$ cat src/rtl/multicycle_controller_if.sv
// Sequencer bus: opcode/memory handshake inputs and datapath strobes.
// master = controller side, slave = datapath/memory side.
interface multicycle_controller_if #(
  parameter int CNT_W = 32
);
  logic [6:0]       opcode;
  logic             mem_ready;
  logic             stall;
  logic             pcWrite;
  logic             irWrite;
  logic             regWrite;
  logic             aluSrc;
  logic             memRead;
  logic             memWrite;
  logic [2:0]       aluControl;
  logic [2:0]       state;
  logic             retire;
  logic [CNT_W-1:0] instr_count;
  logic             illegal;
  logic             bus_error;

  modport master (
    input  opcode, mem_ready, stall,
    output pcWrite, irWrite, regWrite, aluSrc,
    output memRead, memWrite, aluControl, state,
    output retire, instr_count, illegal, bus_error
  );

  modport slave (
    output opcode, mem_ready, stall,
    input  pcWrite, irWrite, regWrite, aluSrc,
    input  memRead, memWrite, aluControl, state,
    input  retire, instr_count, illegal, bus_error
  );
endinterface

$ cat src/rtl/multicycle_controller.sv
// Multicycle RV32 sequencer: FETCH/DECODE/EXECUTE/MEM/WRITEBACK FSM
// with retire counter, memory timeout and sticky trap.
module multicycle_controller #(
  parameter int MEM_TIMEOUT = 15,
  parameter int CNT_W       = 32
) (
  input  logic                   clk,
  input  logic                   rst,
  multicycle_controller_if.master bus
);
  typedef enum logic [2:0] {
    S_FETCH  = 3'd0,
    S_DECODE = 3'd1,
    S_EXEC   = 3'd2,
    S_MEM    = 3'd3,
    S_WB     = 3'd4,
    S_TRAP   = 3'd5
  } state_e;

  typedef enum logic [1:0] {
    C_R, C_I, C_LW, C_SW
  } cls_e;

  localparam logic [6:0] OP_R  = 7'b0110011;
  localparam logic [6:0] OP_I  = 7'b0010011;
  localparam logic [6:0] OP_LW = 7'b0000011;
  localparam logic [6:0] OP_SW = 7'b0100011;
  localparam logic [7:0] TMO_LAST = 8'(MEM_TIMEOUT - 1);

  state_e           state_q, state_d;
  cls_e             cls_q, cls_d;
  logic [7:0]       tmo_q, tmo_d;
  logic [CNT_W-1:0] cnt_q, cnt_d;
  logic             ill_q, ill_d;
  logic             berr_q, berr_d;

  cls_e op_cls;
  logic op_ok;
  logic pc_w, ir_w, rg_w, alu_s, m_rd, m_wr, ret;

  // Opcode class decode
  always_comb begin
    op_cls = C_R;
    op_ok  = 1'b1;
    unique case (bus.opcode)
      OP_R:    op_cls = C_R;
      OP_I:    op_cls = C_I;
      OP_LW:   op_cls = C_LW;
      OP_SW:   op_cls = C_SW;
      default: op_ok  = 1'b0;
    endcase
  end

  // Next-state, strobes, timeout and sticky flags
  always_comb begin
    state_d = state_q;
    cls_d   = cls_q;
    tmo_d   = tmo_q;
    ill_d   = ill_q;
    berr_d  = berr_q;
    pc_w    = 1'b0;
    ir_w    = 1'b0;
    rg_w    = 1'b0;
    alu_s   = 1'b0;
    m_rd    = 1'b0;
    m_wr    = 1'b0;
    ret     = 1'b0;
    case (state_q)
      S_FETCH: if (!bus.stall) begin
        m_rd = 1'b1;
        if (bus.mem_ready) begin
          ir_w    = 1'b1;
          pc_w    = 1'b1;
          state_d = S_DECODE;
        end else if (tmo_q == TMO_LAST) begin
          berr_d  = 1'b1;
          state_d = S_TRAP;
        end else begin
          tmo_d = tmo_q + 8'd1;
        end
      end
      S_DECODE: if (!bus.stall) begin
        if (op_ok) begin
          cls_d   = op_cls;
          state_d = S_EXEC;
        end else begin
          ill_d   = 1'b1;
          state_d = S_TRAP;
        end
      end
      S_EXEC: begin
        alu_s = (cls_q != C_R);
        if (!bus.stall) begin
          if (cls_q == C_LW || cls_q == C_SW) begin
            tmo_d   = '0;
            state_d = S_MEM;
          end else begin
            state_d = S_WB;
          end
        end
      end
      S_MEM: begin
        alu_s = 1'b1;
        if (!bus.stall) begin
          m_rd = (cls_q == C_LW);
          m_wr = (cls_q == C_SW);
          if (bus.mem_ready) begin
            if (cls_q == C_SW) begin
              ret     = 1'b1;
              tmo_d   = '0;
              state_d = S_FETCH;
            end else begin
              state_d = S_WB;
            end
          end else if (tmo_q == TMO_LAST) begin
            berr_d  = 1'b1;
            state_d = S_TRAP;
          end else begin
            tmo_d = tmo_q + 8'd1;
          end
        end
      end
      S_WB: if (!bus.stall) begin
        rg_w    = 1'b1;
        ret     = 1'b1;
        tmo_d   = '0;
        state_d = S_FETCH;
      end
      S_TRAP: state_d = S_TRAP;
      default: state_d = S_TRAP;
    endcase
    cnt_d = cnt_q + CNT_W'(ret);
  end

  // State and counter registers with synchronous reset
  always_ff @(posedge clk) begin
    if (rst) begin
      state_q <= S_FETCH;
      cls_q   <= C_R;
      tmo_q   <= '0;
      cnt_q   <= '0;
      ill_q   <= 1'b0;
      berr_q  <= 1'b0;
    end else begin
      state_q <= state_d;
      cls_q   <= cls_d;
      tmo_q   <= tmo_d;
      cnt_q   <= cnt_d;
      ill_q   <= ill_d;
      berr_q  <= berr_d;
    end
  end

  assign bus.pcWrite     = pc_w  & ~rst;
  assign bus.irWrite     = ir_w  & ~rst;
  assign bus.regWrite    = rg_w  & ~rst;
  assign bus.aluSrc      = alu_s & ~rst;
  assign bus.memRead     = m_rd  & ~rst;
  assign bus.memWrite    = m_wr  & ~rst;
  assign bus.retire      = ret   & ~rst;
  assign bus.aluControl  = 3'b000;
  assign bus.state       = state_q;
  assign bus.instr_count = cnt_q;
  assign bus.illegal     = ill_q;
  assign bus.bus_error   = berr_q;
endmodule

$ cat src/flat_wrapper.sv
// flat-port wrapper written by rule: the top's interface ports become plain ports
module multicycle_controller_flat 
#(
  parameter int MEM_TIMEOUT = 15,
  parameter int CNT_W       = 32
)
  (clk, rst, bus_opcode, bus_mem_ready, bus_stall, bus_pcWrite, bus_irWrite, bus_regWrite, bus_aluSrc, bus_memRead, bus_memWrite, bus_aluControl, bus_state, bus_retire, bus_instr_count, bus_illegal, bus_bus_error);
  multicycle_controller_if #(.CNT_W(CNT_W)) bus_i ();
  input  logic clk;
  input  logic rst;
  input wire logic [$bits(bus_i.opcode)-1:0] bus_opcode;
  input wire logic [$bits(bus_i.mem_ready)-1:0] bus_mem_ready;
  input wire logic [$bits(bus_i.stall)-1:0] bus_stall;
  output wire logic [$bits(bus_i.pcWrite)-1:0] bus_pcWrite;
  output wire logic [$bits(bus_i.irWrite)-1:0] bus_irWrite;
  output wire logic [$bits(bus_i.regWrite)-1:0] bus_regWrite;
  output wire logic [$bits(bus_i.aluSrc)-1:0] bus_aluSrc;
  output wire logic [$bits(bus_i.memRead)-1:0] bus_memRead;
  output wire logic [$bits(bus_i.memWrite)-1:0] bus_memWrite;
  output wire logic [$bits(bus_i.aluControl)-1:0] bus_aluControl;
  output wire logic [$bits(bus_i.state)-1:0] bus_state;
  output wire logic [$bits(bus_i.retire)-1:0] bus_retire;
  output wire logic [$bits(bus_i.instr_count)-1:0] bus_instr_count;
  output wire logic [$bits(bus_i.illegal)-1:0] bus_illegal;
  output wire logic [$bits(bus_i.bus_error)-1:0] bus_bus_error;
  assign bus_i.opcode = bus_opcode;
  assign bus_i.mem_ready = bus_mem_ready;
  assign bus_i.stall = bus_stall;
  assign bus_pcWrite = bus_i.pcWrite;
  assign bus_irWrite = bus_i.irWrite;
  assign bus_regWrite = bus_i.regWrite;
  assign bus_aluSrc = bus_i.aluSrc;
  assign bus_memRead = bus_i.memRead;
  assign bus_memWrite = bus_i.memWrite;
  assign bus_aluControl = bus_i.aluControl;
  assign bus_state = bus_i.state;
  assign bus_retire = bus_i.retire;
  assign bus_instr_count = bus_i.instr_count;
  assign bus_illegal = bus_i.illegal;
  assign bus_bus_error = bus_i.bus_error;
  multicycle_controller #(.MEM_TIMEOUT(MEM_TIMEOUT), .CNT_W(CNT_W)) u_core (.clk(clk), .rst(rst), .bus(bus_i));
endmodule
$ cat config.mk
export PLATFORM = sky130hd
export DESIGN_NAME = multicycle_controller_flat
export DESIGN_NICKNAME = d
export VERILOG_FILES = /design/src/rtl/multicycle_controller_if.sv /design/src/rtl/multicycle_controller.sv /design/src/flat_wrapper.sv
export SDC_FILE = /design/constraint.sdc
export NUM_CORES = 1
export LEC_CHECK = 0
export CAP_MARGIN = 30
export CORE_MARGIN = 1
export CORE_UTILIZATION = 45
export CTS_CLUSTER_SIZE = 10
export DETAILED_ROUTE_END_ITERATION = 8
export HOLD_SLACK_MARGIN = 0.03
export PLACE_DENSITY = 0.75
export SETUP_SLACK_MARGIN = 0.4
export SLEW_MARGIN = 10
export SYNTH_ARGS = -nofsm -noshare
export SYNTH_HDL_FRONTEND = slang
export SYNTH_SLANG_ARGS = --single-unit
$ cat constraint.sdc
create_clock -name clk -period 3.2 [get_ports clk]
set_clock_uncertainty 0.15 [all_clocks]
set_input_delay 0.96 -clock clk [delete_from_list [all_inputs] [get_ports clk]]
set_output_delay 0.96 -clock clk [all_outputs]
set_load 0.1 [all_outputs]
* Yosys cells after proc, flatten, opt, wreduce, memory -nomap -nowiden
Index checks and enable logic that the tools add are counted.
** Storage, ports and cells
- Flip-flop bits (word level) :: 47
- Bits of input ports :: 11
** Cells by class
- Reductions and logical operators :: 11
- Bitwise logic cells :: 10
- Eq/ne operators :: 19
- Mux-type cells :: 38
- Add/subtract/negate cells :: 2
** Operators with widths (count)
- two-way mux 8 bit :: 9
- two-way mux 3 bit :: 11
- adder 32 x 1 -> 32 bit :: 1
- one-hot mux 8 bit (4 select lines) :: 1
- one-hot mux 3 bit (5 select lines) :: 1
- equality test 7 x 6 -> 1 bit (second input constant) :: 2
- two-way mux 1 bit :: 12
- inequality test 2 bit (second input constant) :: 6
- adder 8 x 1 -> 8 bit (second input constant) :: 1
- equality test 8 x 4 -> 1 bit (second input constant) :: 1
- AND reduction 8 bit :: 1
- equality test 7 x 2 -> 1 bit (second input constant) :: 1
- equality test 7 x 5 -> 1 bit (second input constant) :: 1
- AND 1 bit :: 6
- equality test 3 x 2 -> 1 bit (second input constant) :: 2
- one-hot mux 1 bit (2 select lines) :: 3
- one-hot mux 2 bit (3 select lines) :: 1
- AND reduction 3 bit :: 2
- AND reduction 5 bit :: 1
- equality test 2 bit (second input constant) :: 2
- NOT 1 bit :: 4
- AND reduction 4 bit :: 1
- nonzero test 4 bit :: 1
- OR reduction 4 bit :: 1
- 8 further kinds :: 8

* Depth between registers and ports, before layout
Gate-level depths: netlist of the first run.
- Depth in word-level cells :: 6
- Mapped depth :: 13
- Depth with buffers taken out :: 11

* Least setup slack after synthesis of the first run
No wires, ideal clock.
- Path type :: register to output
- Start :: reg u_core.state_q[1], in the netlist u_core.bus.state[1]
- End :: out bus_memRead
- Path buffers :: 1
- Slack :: -4080 ps
- Arrival :: 6170 ps
- Cell stages (with the launch flop) :: 4
- Path through :: dfxtp_1 > clkbuf_1 > nand4b_1 > a2111oi_0
** On the way
- Word-level cells in the longest chain between the ends :: 3
- Elaborated cells on any way between the ends :: 4
- Classes of those cells :: eq/ne (1); mux (1); bitwise (1); reduce/logical (1)
** RTL lines
- start: declaration :: RTL line multicycle_controller.sv:30 : state_e state_q, state_d;
- start signal: assignment :: RTL line multicycle_controller.sv:145 : state_q <= state_d;
- equality test 3 x 2 -> 1 bit / logical NOT 3 bit (equally long branches) :: RTL line multicycle_controller.sv:68 : case (state_q)
- one-hot mux 1 bit (2 select lines) * :: RTL line multicycle_controller.sv:68
- AND 1 bit * :: RTL line multicycle_controller.sv:158 : assign bus.memRead = m_rd & ~rst;
- end: declaration :: RTL line flat_wrapper.sv:18 : output wire logic [$bits(bus_i.memRead)-1:0] bus_memRead;
Every way passes the cells marked *; elsewhere a longest branch is shown, timed or not.

* Worst setup path after layout of the first run
- Start :: in bus_stall
- End :: out bus_memWrite
** On the way
- Word-level cells in the longest chain between the ends :: 3
** RTL lines
- start: declaration :: RTL line flat_wrapper.sv:13 : input wire logic [$bits(bus_i.stall)-1:0] bus_stall;
- two-way mux 1 bit :: RTL line multicycle_controller.sv:104 : if (!bus.stall) begin
- two-way mux 1 bit :: RTL line multicycle_controller.sv:68
- AND 1 bit :: RTL line multicycle_controller.sv:159 : assign bus.memWrite = m_wr & ~rst;
- end: declaration :: RTL line flat_wrapper.sv:19 : output wire logic [$bits(bus_i.memWrite)-1:0] bus_memWrite;
Every way passes these cells.

==> impl_results.md, run 1 <==
- Result of the run: completed
- GRT Residual Overflow: 0
- Power density relative to cell area: 374 nW/um^2
- Clock slew at the register clock pins of the worst setup and hold paths: 0.09 ns
- Placed Cells: 418
- Comb power frac: 18.4%
- Ports: 58
- Maximum number of pins on one net before global-route repair: 44
- Smallest hold slack: 0.314 ns
- Number of instances in the synthesized netlist: 296
- Predominant post-synthesis flop cell: sky130_fd_sc_hd__dfxtp_1
- Number of enable-type register cells in the synthesized netlist: 0
- Antenna violations before repair: 0
- Required time worst endpoint: 2.09 ns
- Weighted congestion at the end of routability-driven global placement: 0.832
- Die boundary height: 75.6 um
- CTS buffer count: 5
- TritonRoute pass-1 iters: 4
- Arrival time of the worst setup path: 1.72 ns
- Mean post-synth cell area: 8.24 sq um
- Tightest slew margin relative to the limit: 65.0%
- Cell types occupying the most area after synthesis: sky130_fd_sc_hd__dfxtp_1 39%, sky130_fd_sc_hd__xnor2_1 8.3%, sky130_fd_sc_hd__nor2_1 6.2%, sky130_fd_sc_hd__nor3_1 3.7%, sky130_fd_sc_hd__nor4_1 2.8%
- Port-buffer cells: 54
- Cell area after synthesis: 2440 sq um
- Sequential fraction of design power: 45.2%
- Area growth syn-to-layout: 45.6%
- Most common cell after layout, fill and taps aside: sky130_fd_sc_hd__buf_4
- Min Tclk post-route: 2.83 ns
- Core footprint: 5170 sq um
- Initial core utilization: 47.2%
- Unrepaired setup endpoints after global routing: true
- Number of slew-limit violations in the final report: 0
- Fraction of final layout cells sized beyond drive strength 1: 30.9%
- Number of nets in the layout: 386
- Residual DRC count: 0
- Share of the clock period used by the worst path after layout: 88.4%
- Total clock sinks: 47
- Number of global-route vias before repair: 2073
- Commonest cells after routing, fill and taps aside: 59 x sky130_fd_sc_hd__buf_4, 44 x sky130_fd_sc_hd__dfxtp_1, 40 x sky130_fd_sc_hd__nor2_1
- Category of the worst setup path capture point: output port
- Class of the most critical hold timing path: reg2reg
- Core Util, Final: 68.7%
- Fraction of the yosys area taken by sequential cells: 38.6%
- Clock tree from TritonCTS: yes
- Die extent in x: 75.6 um
- Number of endpoints with negative hold slack in the final report: 0
- H-tree depth: 2
- Largest buffer count on any clock path: 2
- Synthesis Warnings: 0
- Via total after detailed routing: 2418
- Top fanout value on the critical path: 6
- Setup violations, final: 0
- Final wirelength: 6130 um
- Leakage power: 1.34 nW
- Buffer cell driving the clock tree root: sky130_fd_sc_hd__clkbuf_8
- Number of core rows: 26
- Post-DP HPWL: 4020 um
- Count of state elements after synthesis: 47
- Worst Tran Pin Value: 0.523 ns
- Skew-Pair Late Insertion Delay: 0.30 ns
- Max Clk Rate: 353 MHz
- Number of distinct standard cells referenced by the synthesized netlist: 50
- DR WL/cell: 13.9 um
- Wire length of the first global-routing pass: 9570 um
- Sw Pwr: 366 uW
- Number of hold buffers added after CTS: 0
- Classification of the worst setup path: in2out
- Portion of synthesized cell area occupied by the leading cell type: 38.6%
- Final cell count without fillers: 442
- Post-synth top area cell: sky130_fd_sc_hd__dfxtp_1
- Count of nets left with antenna violations after detail routing: 0
- Vias per cell: 5.47
- Area of the die: 5720 sq um
- # Max-Cap Violations: 0
- CP startpoint kind: input pin
- Async SR Flop Fraction: 0%
- Clock Power Share: 36.4%
- Overall Global Routing Usage: 21.9%
- Number of antenna repair diodes: 0
- Power Internal: 963 uW
- Number of fill cells: 396
- Maximum vdd drop: 0.000279 V
- Initial DRC Count: 143
- Total Neg Setup Slack: 0 ns
- Share of total power consumed by net switching: 27.5%
-- sequential cells by signal, indices dropped and copies added, names as in the netlist --
signal / flops
u_core.bus.bus_error: 1
u_core.bus.illegal: 1
u_core.bus.instr_count: 32
u_core.bus.state: 3
u_core.cls_q: 2
u_core.tmo_q: 8
-- worst max-delay path, cell delays in order --
cell and delay [ns]:
sky130_fd_sc_hd__buf_8 0.10, sky130_fd_sc_hd__buf_12 0.13, sky130_fd_sc_hd__nor4_4 0.31, sky130_fd_sc_hd__buf_12 0.21
-- cell families after synthesis --
| kind of cell | after synthesis | share of synthesized area, % |
|---|---|---|
| other cells | 1 | 0.154 |
| fa+ha+maj | 4 | 2.05 |
| simple gates | 139 | 29.8 |
| mux | 2 | 0.821 |
| flops | 47 | 38.6 |
| compound gates | 45 | 13.0 |
| buf+inv | 29 | 5.23 |
| xor+xnor | 29 | 10.4 |
-- final timing paths --
path	from	to	slack (ns)	depth (start not counted)
setup / recovery	bus_stall	bus_memWrite	0.37	4
hold / removal	u_core.tmo_q[3]	u_core.tmo_q[3]	0.31	1
setup reg to reg	u_core.bus.state[1]	u_core.bus.instr_count[30]	0.66	10
hold reg to reg	u_core.tmo_q[3]	u_core.tmo_q[3]	0.31	1
-- area by class of cell --
| class | instances | area [sq um] | area share [%] |
|---|---|---|---|
| Clock inverter | 1 | 30.0 | 0.845 |
| Multi-Input combinational cell | 222 | 1540 | 43.4 |
| Sequential cell | 47 | 952 | 26.8 |
| Timing Repair Buffer | 84 | 802 | 22.6 |
| Tap cell | 70 | 87.6 | 2.47 |
| Inverter | 11 | 41.3 | 1.16 |
| Clock buffer | 7 | 97.6 | 2.75 |
-- per-layer routing --
layer	global-route usage [%]	part of all wire (%)	up-vias
li1	-	-	1191
met1	27.7	42	1145
met2	36.4	51	71
met3	5.69	4.6	11
met4	7.00	1.5	0
met5	0	0	-
-- power by group through the flow --
stage	registers, mW	logic, mW	clock network [mW]
after floorplan	0.646	0.135	0
after global placement	0.622	0.199	0
after detailed placement	0.623	0.201	0
after CTS	0.603	0.222	0.495
after global routing	0.602	0.261	0.519
final	0.600	0.245	0.483
-- stage by stage --
stage	setup slack, ns	total power, mW	instance area (sq um)
2_1_floorplan	-0.304	0.781	2690
3_3_place_gp	-0.168	0.821	3240
3_5_place_dp	-0.186	0.823	3240
4_1_cts	0.355	1.32	3440
5_1_grt	0.340	1.38	3550
6_report	0.371	1.33	3550
-- what timing repair did --
action                                  in CTS  in global routing
endpoints found under the setup margin      30                 12
resized for setup                           17                 10
buffers inserted                             6                 10
pin swaps                                    5                  4
cloned                                       0                  0
-- cell usage after synthesis, types with 3 or more instances --
cell type / count
sky130_fd_sc_hd__a211oi_1: 6
sky130_fd_sc_hd__a21oi_1: 11
sky130_fd_sc_hd__and4_1: 5
sky130_fd_sc_hd__buf_2: 3
sky130_fd_sc_hd__buf_4: 4
sky130_fd_sc_hd__clkbuf_1: 11
sky130_fd_sc_hd__dfxtp_1: 47
sky130_fd_sc_hd__ha_1: 4
sky130_fd_sc_hd__inv_1: 11
sky130_fd_sc_hd__nand2_1: 17
sky130_fd_sc_hd__nand2b_1: 4
sky130_fd_sc_hd__nand3_1: 10
sky130_fd_sc_hd__nand4_1: 9
sky130_fd_sc_hd__nor2_1: 40
sky130_fd_sc_hd__nor2b_1: 5
sky130_fd_sc_hd__nor3_1: 18
sky130_fd_sc_hd__nor4_1: 11
sky130_fd_sc_hd__o21a_1: 3
sky130_fd_sc_hd__o21ai_0: 6
sky130_fd_sc_hd__or3_1: 7
sky130_fd_sc_hd__xnor2_1: 23
sky130_fd_sc_hd__xor2_1: 6
Power figures use the tool's default switching activity.
==> run 2: changes to the inputs <==
--- a/config.mk
+++ b/config.mk
@@ -6,7 +6,7 @@
 export NUM_CORES = 1
 export LEC_CHECK = 0
 export CAP_MARGIN = 30
-export CORE_MARGIN = 1
+export CORE_MARGIN = 4
 export CORE_UTILIZATION = 45
 export CTS_CLUSTER_SIZE = 10
 export DETAILED_ROUTE_END_ITERATION = 8
==> run 2 against run 1 <==
Sequential power is essentially flat. Global-route usage shrank 2.3 points. Non-clock buffer count grew 14. Largest cell class unchanged.
==> impl_results.md, run 2 (synthesis gave the netlist of run 1 again) <==
- Required time worst endpoint: 2.09 ns (about the same)
- Category of the worst setup path capture point: output port
- CTS buffer count: 5 (unchanged)
- Residual DRC count: 0 (unchanged)
- Via total after detailed routing: 2477 (+2.4%)
- Area growth syn-to-layout: 49.6%
- Arrival time of the worst setup path: 1.77 ns (+0.05 ns)
- Fraction of final layout cells sized beyond drive strength 1: 34.2% (+3.3 points)
- Footprint of the flip-flops and latches: 953 sq um (+0.13%)
- Class of the most critical hold timing path: reg2reg
- Antenna violations before repair: 0 (unchanged)
- Core footprint: 5170 sq um (unchanged)
- Place WS: -0.166 ns (+0.0206 ns)
- Flip-flop count of the largest register, all copies and words added: 32 (unchanged)
- TritonRoute pass-1 iters: 4 (unchanged)
- Top fanout value on the critical path: 2 (-4)
- Clock tree from TritonCTS: yes
- Leakage power: 1.39 nW (+4.0%)
- Ports: 58 (unchanged)
- Number of nets in the layout: 401 (+3.9%)
- Worst Tran Pin Value: 0.597 ns (+0.0739 ns)
- Clock slew at the register clock pins of the worst setup and hold paths: 0.08 ns (about the same)
- GRT Residual Overflow: 0 (unchanged)
- H-tree depth: 2 (unchanged)
- Most common cell after layout, fill and taps aside: sky130_fd_sc_hd__buf_4
- Area of the die: 6660 sq um (+16%)
- Post-DP HPWL: 4180 um (+4.0%)
- Tightest slew margin relative to the limit: 60.0% (-5.0 points)
- Final worst setup slack: 0.317 ns (-0.0534 ns)
- Combined area of the multi-input logic cells: 1580 sq um (+2.7%)
- # Max-Cap Violations: 0 (unchanged)
- Largest buffer count on any clock path: 2 (unchanged)
- Total clock sinks: 47 (unchanged)
- Share of the clock period used by the worst path after layout: 90.1% (+1.7 points)
- Initial DRC Count: 112 (-22%)
- Number of endpoints with negative hold slack in the final report: 0 (unchanged)
- Max Clk Rate: 347 MHz (-1.9%)
- Number of fill cells: 408 (+3.0%)
- Maximum vdd drop: 0.000204 V (-27%)
- Commonest cells after routing, fill and taps aside: 70 x sky130_fd_sc_hd__buf_4, 43 x sky130_fd_sc_hd__dfxtp_1, 38 x sky130_fd_sc_hd__nor2_1
- CP startpoint kind: input pin
- Total Neg Setup Slack: 0 ns (unchanged)
- Vias per cell: 5.43 (-0.71%)
- Number of global-route vias before repair: 2339 (+13%)
- Unrepaired setup endpoints after global routing: true
- Number of slew-limit violations in the final report: 0 (unchanged)
- Wire length of the first global-routing pass: 10600 um (+10%)
- Initial core utilization: 47.2% (unchanged)
- DR WL/cell: 14.6 um (+5.2%)
- Skew-Pair Late Insertion Delay: 0.29 ns (about the same)
- Buffer cell driving the clock tree root: sky130_fd_sc_hd__clkbuf_8
- Result of the run: completed
- Die extent in x: 81.6 um (+7.9%)
- Count of nets left with antenna violations after detail routing: 0 (unchanged)
- Classification of the worst setup path: in2out
- Weighted congestion at the end of routability-driven global placement: 0.814 (-2.1%)
- Die boundary height: 81.6 um (+7.9%)
- Power density relative to cell area: 325 nW/um^2 (-13%)
- Number of core rows: 26 (unchanged)
- Final wirelength: 6650 um (+8.5%)
- Maximum number of pins on one net before global-route repair: 48 (+9.1%)
- Setup violations, final: 0 (unchanged)
- Number of antenna repair diodes: 0 (unchanged)
- Port-buffer cells: 54 (unchanged)
- Min Tclk post-route: 2.88 ns (+0.0534 ns)
- Overall Global Routing Usage: 19.5% (-2.3 points)
[run 2: changes by cell type in the layout (fill, tap and decap cells not counted), sizes merged]
| cell | change |
|---|---|
| bufinv | -1 |
| buf | +16 |
| nand2b | +1 |
| clkbuf | -2 |
[run 2: per-layer routing]
layer	wire length [um]	vias up	GRT usage (%)
li1	-	1225	-
met1	2860	1184	24.2
met2	3480	64	34.8
met3	271	4	3.84
met4	39	0	4.82
met5	0	-	0
[run 2: layout make-up]
cell class / count / share of cell area, %
Sequential cell: 47 / 26.1
Clock buffer: 7 / 2.09
Multi-Input combinational cell: 223 / 43.4
Timing Repair Buffer: 98 / 24.9
Tap cell: 70 / 2.40
Inverter: 11 / 1.13
[run 2: worst max-delay path: stages]
cell and delay (ns):
sky130_fd_sc_hd__buf_8 0.08, sky130_fd_sc_hd__nand2_4 0.05, sky130_fd_sc_hd__o21a_1 0.21, sky130_fd_sc_hd__buf_6 0.12, sky130_fd_sc_hd__nor3_4 0.15, sky130_fd_sc_hd__buf_12 0.20
[run 2: stage by stage]
| step | instance area [sq um] | hold WS [ns] | instances | utilization, % | total power, mW |
|---|---|---|---|---|---|
| 6_report | 3650 | 0.328 | 456 | 70.6 | 1.19 |
| 5_1_grt | 3650 | 0.364 | 456 | 70.6 | 1.24 |
| 3_3_place_gp | 3230 | 0.295 | 420 | 62.4 | 0.821 |
| 4_1_cts | 3490 | 0.335 | 445 | 67.6 | 1.17 |
| 3_5_place_dp | 3230 | 0.312 | 420 | 62.4 | 0.821 |
| 2_1_floorplan | 2690 | 0.284 | 298 | - | 0.781 |
[run 2: worst paths after layout]
kind	from	to	slack (ns)	cells after the start
worst max-delay path	bus_mem_ready	bus_retire	0.32	6
worst min-delay path	u_core.bus.illegal	u_core.bus.illegal	0.33	2
worst max register to register	u_core.bus.state[1]	u_core.bus.state[0]	0.47	17
worst min register to register	u_core.bus.illegal	u_core.bus.illegal	0.33	2
[run 2: timing repair]
item,4_1_cts,5_1_grt
pin swaps,8,8
resized for setup,23,19
setup endpoints to repair,30,29
setup buffers,18,10
endpoints found under the hold margin,0,0
hold buffers,0,0
gates cloned,0,1
[run 2: where the power goes]
part           leakage, nW  switching (mW)  total, mW  internal, mW
logic                0.974           0.157      0.254        0.0967
registers            0.382          0.0114      0.602         0.591
clock network       0.0383           0.181      0.332         0.151
==> edit 1: new RTL, flow settings as in run 1 <==
`CNT_W` is set to 32 in 3 places; all go to 64.
--- a/src/rtl/multicycle_controller_if.sv
+++ b/src/rtl/multicycle_controller_if.sv
@@ -1,7 +1,7 @@
 // Sequencer bus: opcode/memory handshake inputs and datapath strobes.
 // master = controller side, slave = datapath/memory side.
 interface multicycle_controller_if #(
-  parameter int CNT_W = 32
+  parameter int CNT_W = 64
 );
   logic [6:0]       opcode;
   logic             mem_ready;
--- a/src/rtl/multicycle_controller.sv
+++ b/src/rtl/multicycle_controller.sv
@@ -2,7 +2,7 @@
 // with retire counter, memory timeout and sticky trap.
 module multicycle_controller #(
   parameter int MEM_TIMEOUT = 15,
-  parameter int CNT_W       = 32
+  parameter int CNT_W       = 64
 ) (
   input  logic                   clk,
   input  logic                   rst,
--- a/src/flat_wrapper.sv
+++ b/src/flat_wrapper.sv
@@ -2,7 +2,7 @@
 module multicycle_controller_flat 
 #(
   parameter int MEM_TIMEOUT = 15,
-  parameter int CNT_W       = 32
+  parameter int CNT_W       = 64
 )
   (clk, rst, bus_opcode, bus_mem_ready, bus_stall, bus_pcWrite, bus_irWrite, bus_regWrite, bus_aluSrc, bus_memRead, bus_memWrite, bus_aluControl, bus_state, bus_retire, bus_instr_count, bus_illegal, bus_bus_error);
   multicycle_controller_if #(.CNT_W(CNT_W)) bus_i ();
Ports: changed (resized bus_instr_count); port bits go from 58 to 90. No check against the original RTL was run, so the function may have changed too.
==> edit 1 against run 1 <==
Utilization fell by 2.5 points; cell area up 62%; via count up 68%; power grew 51%; register-to-register slack worse by 0.27 ns; global-route usage up 1.5 points; synthesized cell count up 64%; area after synthesis grew 64%; wire length up 75%; count of clock-buffer cells in the layout is 3 higher; setup slack worse by 0.034 ns; sequential cell count grew 32; critical path depth grew 2; critical path type unchanged.
==> edit 1: results (changes against run 1) <==
timing:
  relSlewSlack_pct: 58.8  # -6.2 points
finish:
  nets: 631  # +63%
  largest_reg_flops: 64  # +100%
  drive_gt1_share_pct: 33.0  # +2.1 points
  insertedDiodeCount: 0  # unchanged
setup_path:
  reg2reg_to: "u_core.bus.instr_count[63]"
  arrival_ns: 1.75  # +0.03 ns
  cp_slowest_cell: "nor4_4"
  r2r_start: "u_core.bus.state[1]"
  r2r_slack_ns: 0.39  # -0.27 ns
  rr_worst_depth: 11  # +1
  critPathMaxStageDelay_ns: 0.24  # -0.07 ns
  cp_max_fo: 2  # -4
grt:
  grt_pass1_wl_mm: 16.9  # +77%
  grt_pass1_vias: 3641  # +76%
  grt_max_degree: 44  # unchanged
  grtUsageTotal_pct: 23.4  # +1.5 points
synthesis:
  synth_mux_area_share_pct: 0.250  # -0.57 points
  synth_compound_area_share_pct: 14.0  # +1.0 points
  yosysTopAreaCellShare_pct: 39.5  # +0.89 points
  synthArstFlopShare_pct: 0  # unchanged
  synth.area.top_cells: "dfxtp_1 (39%), a21oi_1 (4.9%), nor2_1 (4.9%)"
  ys_types: 49  # -2.0%
  synthTopCellsByCount: "dfxtp_1 (79), nor2_1 (52), a21oi_1 (39)"
  synth_fa_ha_area_share_pct: 1.25  # -0.80 points
  synth-xor-area-share_pct: 7.65  # -2.8 points
  synth_warnings: 0  # unchanged
  ys_seq_area_share_pct: 39.5  # +0.89 points
  yosys.area.top_type: "dfxtp_1"
power_and_ir_drop:
  power_leakage_nw: 2.21  # +65%
  ir_drop_uv: 283  # +1.4%
route:
  firstDrtPassIters: 4  # unchanged
  routed_wl_mm: 10.7  # +75%
  route.vias.total: 4068  # +68%
  drtIter0Drc: 253  # +77%
clock_network:
  cts_buffer_depth: 2  # unchanged
  clk_latency_ns: 0.36  # +0.06 ns
  cts_buffers: 9  # +4
  cts.htree.levels: 3  # +1
  root_buffer: "clkbuf_8"
  clkTransAtPathRegs_ns: 0.08
min_path:
  hold_end: "u_core.bus.bus_error"
  hold_start: "u_core.bus.bus_error"
  min_path_cells: 2  # +1
  hold_path.class: "reg2reg"
placement:
  dp_hpwl_mm: 7.54  # +87%
  place_area_sq_mm: 0.00518  # +60%
  portBuffers: 86  # +59%
  gp_congestion: 0.842  # +1.2%
outcome:
  status: "finished, final reports clean"
[edit 1: changes by cell type after synthesis, sizes merged, moves of 8 or more]
cell | run 1 | this run
nor2 | 40 | 52
nand3 | 11 | 22
o21ai | 8 | 22
or4 | 1 | 9
and3 | 2 | 10
a21oi | 11 | 39
xor2 | 6 | 19
or3 | 7 | 25
nand4 | 9 | 29
o31ai | 0 | 10
dfxtp | 47 | 79
nand2 | 17 | 31
[edit 1: layer usage]
layer	wire length, um	global-route usage (%)	vias up
met1	4760	29.0	1941
li1	-	-	2018
met5	0	0	-
met3	481	4.30	21
met4	172	8.46	0
met2	5340	40.4	88
[edit 1: worst max-delay path: cells and delay by family]
kind	cells	cell delay, ns
simple gates	2	0.28
buf+inv	4	0.50
[edit 1: worst max-delay path by stage]
stage | startpoint | slack [ns] | end
after floorplan | rst | -0.60 | bus_pcWrite
after global placement | bus_mem_ready | -0.44 | u_core.bus.instr_count[56]
after detailed placement | bus_mem_ready | -0.54 | u_core.bus.instr_count[56]
after CTS | bus_stall | 0.33 | bus_pcWrite
after global routing | u_core.bus.state[1] | 0.29 | u_core.bus.instr_count[63]
final | bus_mem_ready | 0.34 | bus_pcWrite
[edit 1: where the power goes]
part           internal (mW)  leakage [nW]  switching (mW)
sequential             0.986         0.640         0.00647
clock                  0.446         0.108           0.387
combinational         0.0630          1.47           0.117
total                   1.49          2.21           0.511
[edit 1: cells by family (layout without fill, tap and decap cells)]
kind of cell             after synthesis  count (layout)
AND/OR/NAND/NOR                      234             234
AO/OA/AOI/OAI                         93              93
flip-flops                            79              79
buffers and inverters                 39             172
XOR/XNOR                              35              35
adder cells (fa/ha/maj)                4               4
other                                  1               3
multiplexers                           1               1
[edit 1: area by class of cell]
cell class	count	area, sq um
clock buffers	10	128
clock inverters	6	91.3
fillers	717	2930
inverters	14	52.6
multi-input cells	370	2520
flip-flops and latches	79	1590
well taps	108	135
repair buffers	142	1230
[edit 1: through the flow]
step                      cells  TNS (ns)  hold WS, ns  utilization (%)  setup slack [ns]
after global placement      690    -12.29        0.315             59.7            -0.439
after CTS                   723         0        0.350             64.3             0.326
after global routing        729         0        0.375             66.2             0.291
after floorplan             488     -2.47        0.327                -            -0.599
after detailed placement    690    -16.43        0.330             59.7            -0.541
final                       729         0        0.345             66.2             0.336
[edit 1: what timing repair did]
item,4_1_cts,5_1_grt
pin swaps,8,24
endpoints found under the setup margin,64,34
endpoints found under the hold margin,0,0
gates resized for setup,27,27
setup buffers,17,6
==> edit 2: new RTL, settings of run 1 <==
Made on the original files. Re-encode `cls_e` (4 values) as Gray code, 2 bits wide.
--- a/src/rtl/multicycle_controller.sv
+++ b/src/rtl/multicycle_controller.sv
@@ -18,7 +18,7 @@
   } state_e;
 
   typedef enum logic [1:0] {
-    C_R, C_I, C_LW, C_SW
+    C_R = 2'b00, C_I = 2'b01, C_LW = 2'b11, C_SW = 2'b10
   } cls_e;
 
   localparam logic [6:0] OP_R  = 7'b0110011;
Behaviour: same outputs for any inputs over 4 cycles, from zero or initial values and one cycle with rst high; so few cycles prove little.
==> edit 2 against run 1 <==
Power down 8.5%; critical path depth up 2; sequential cell count unchanged; wire length up 1.3%; setup slack worse by 0.067 ns; sequential share of layout area up 0.33 points; die area down 2.1%; cell area down 1.2%; combinational power down 5%; global-route usage down 0.096 points; via count down 1.2%; area after synthesis down 2.1%; sequential power about the same.
==> edit 2: results (changes against run 1) <==
timing:
  hold_ws_ns: 0.325  # +0.0108 ns
  worst_pin_slew_ns: 0.628  # +0.105 ns
min_path:
  hold_start: "u_core.bus.bus_error"
  min_path_cells: 2  # +1
route:
  wl_met2_mm: 3.15  # +0.19%
  route.met3.wl_um: 345  # +22%
  drtIter0Drc: 223  # +56%
  routed_wl_mm: 6.21  # +1.3%
  met1_length_mm: 2.57  # -1.4%
synthesis:
  synth-xor-area-share_pct: 11.4  # +0.96 points
  synth_fa_ha_area_share_pct: 2.62  # +0.57 points
  synth_mux_area_share_pct: 0  # -0.82 points
  synth.area.top_cells: "dfxtp_1 (39%), xor2_1 (8.4%), nor2_1 (6.3%)"
  synthCells: 279  # -5.7%
  ys_seq_area_share_pct: 39.4  # +0.83 points
  synthTopCellsByCount: "dfxtp_1 (47), nor2_1 (40), xor2_1 (23)"
grt:
  met1_usage_pct: 27.0  # -0.77 points
  use_met3_pct: 3.75  # -1.9 points
  grt_pass1_vias: 2064  # -0.43%
  grt_max_degree: 27  # -39%
setup_path:
  crit_start: "u_core.bus.state[2]"
  rr_worst_depth: 16  # +6
  r2r_slack_ns: 0.34  # -0.32 ns
placement:
  placed_cells: 407  # -2.6%
  place_area_sq_mm: 0.00313  # -3.2%
  dp_hpwl_mm: 4.07  # +1.1%
power_and_ir_drop:
  combPwrFrac_pct: 19.2  # +0.8 points
  power_leakage_nw: 1.38  # +3.0%
  p_sw_mw: 0.362  # -1.0%
clock_network:
  post_cts_buffers: 10  # +4
  cts_resized: 19  # +2
outcome:
  status: "finished, final reports clean"
finish:
  nets: 382  # -1.0%
==> edit 2: changes by cell type after synthesis, sizes merged, moves of 4 or more <==
cell	before	now
xor2	6	23
nand2b	5	1
nand3	11	18
clkbuf	11	6
nor3	19	13
nor4	11	6
inv	11	6
a211oi	7	3
xnor2	23	8
==> edit 2: cell type report <==
class                           instances  area [sq um]
Fill cell                             414          1600
Multi-Input combinational cell        214          1520
Sequential cell                        47           952
Timing Repair Buffer                   92           832
Tap cell                               70          87.6
Clock buffer                            6          82.6
Inverter                                6          22.5
Clock inverter                          2          16.3
==> edit 2: worst max-delay path, stage by stage (launching register included) <==
cell	delay (ns)
dfxtp_4	0.37
or2b_4	0.28
nor3_4	0.21
nand2_1	0.11
a21oi_2	0.16
nor2b_4	0.17
buf_12	0.18
==> edit 2: logic make-up (layout without fill, tap and decap cells) <==
group,after synthesis,in the layout
and+or+nand+nor,132,132
adders and majority gates,5,5
AOI/OAI and AO/OA,43,43
xor gates and xnor gates,31,31
buffers and inverters,20,106
DFF,47,47
other,1,3
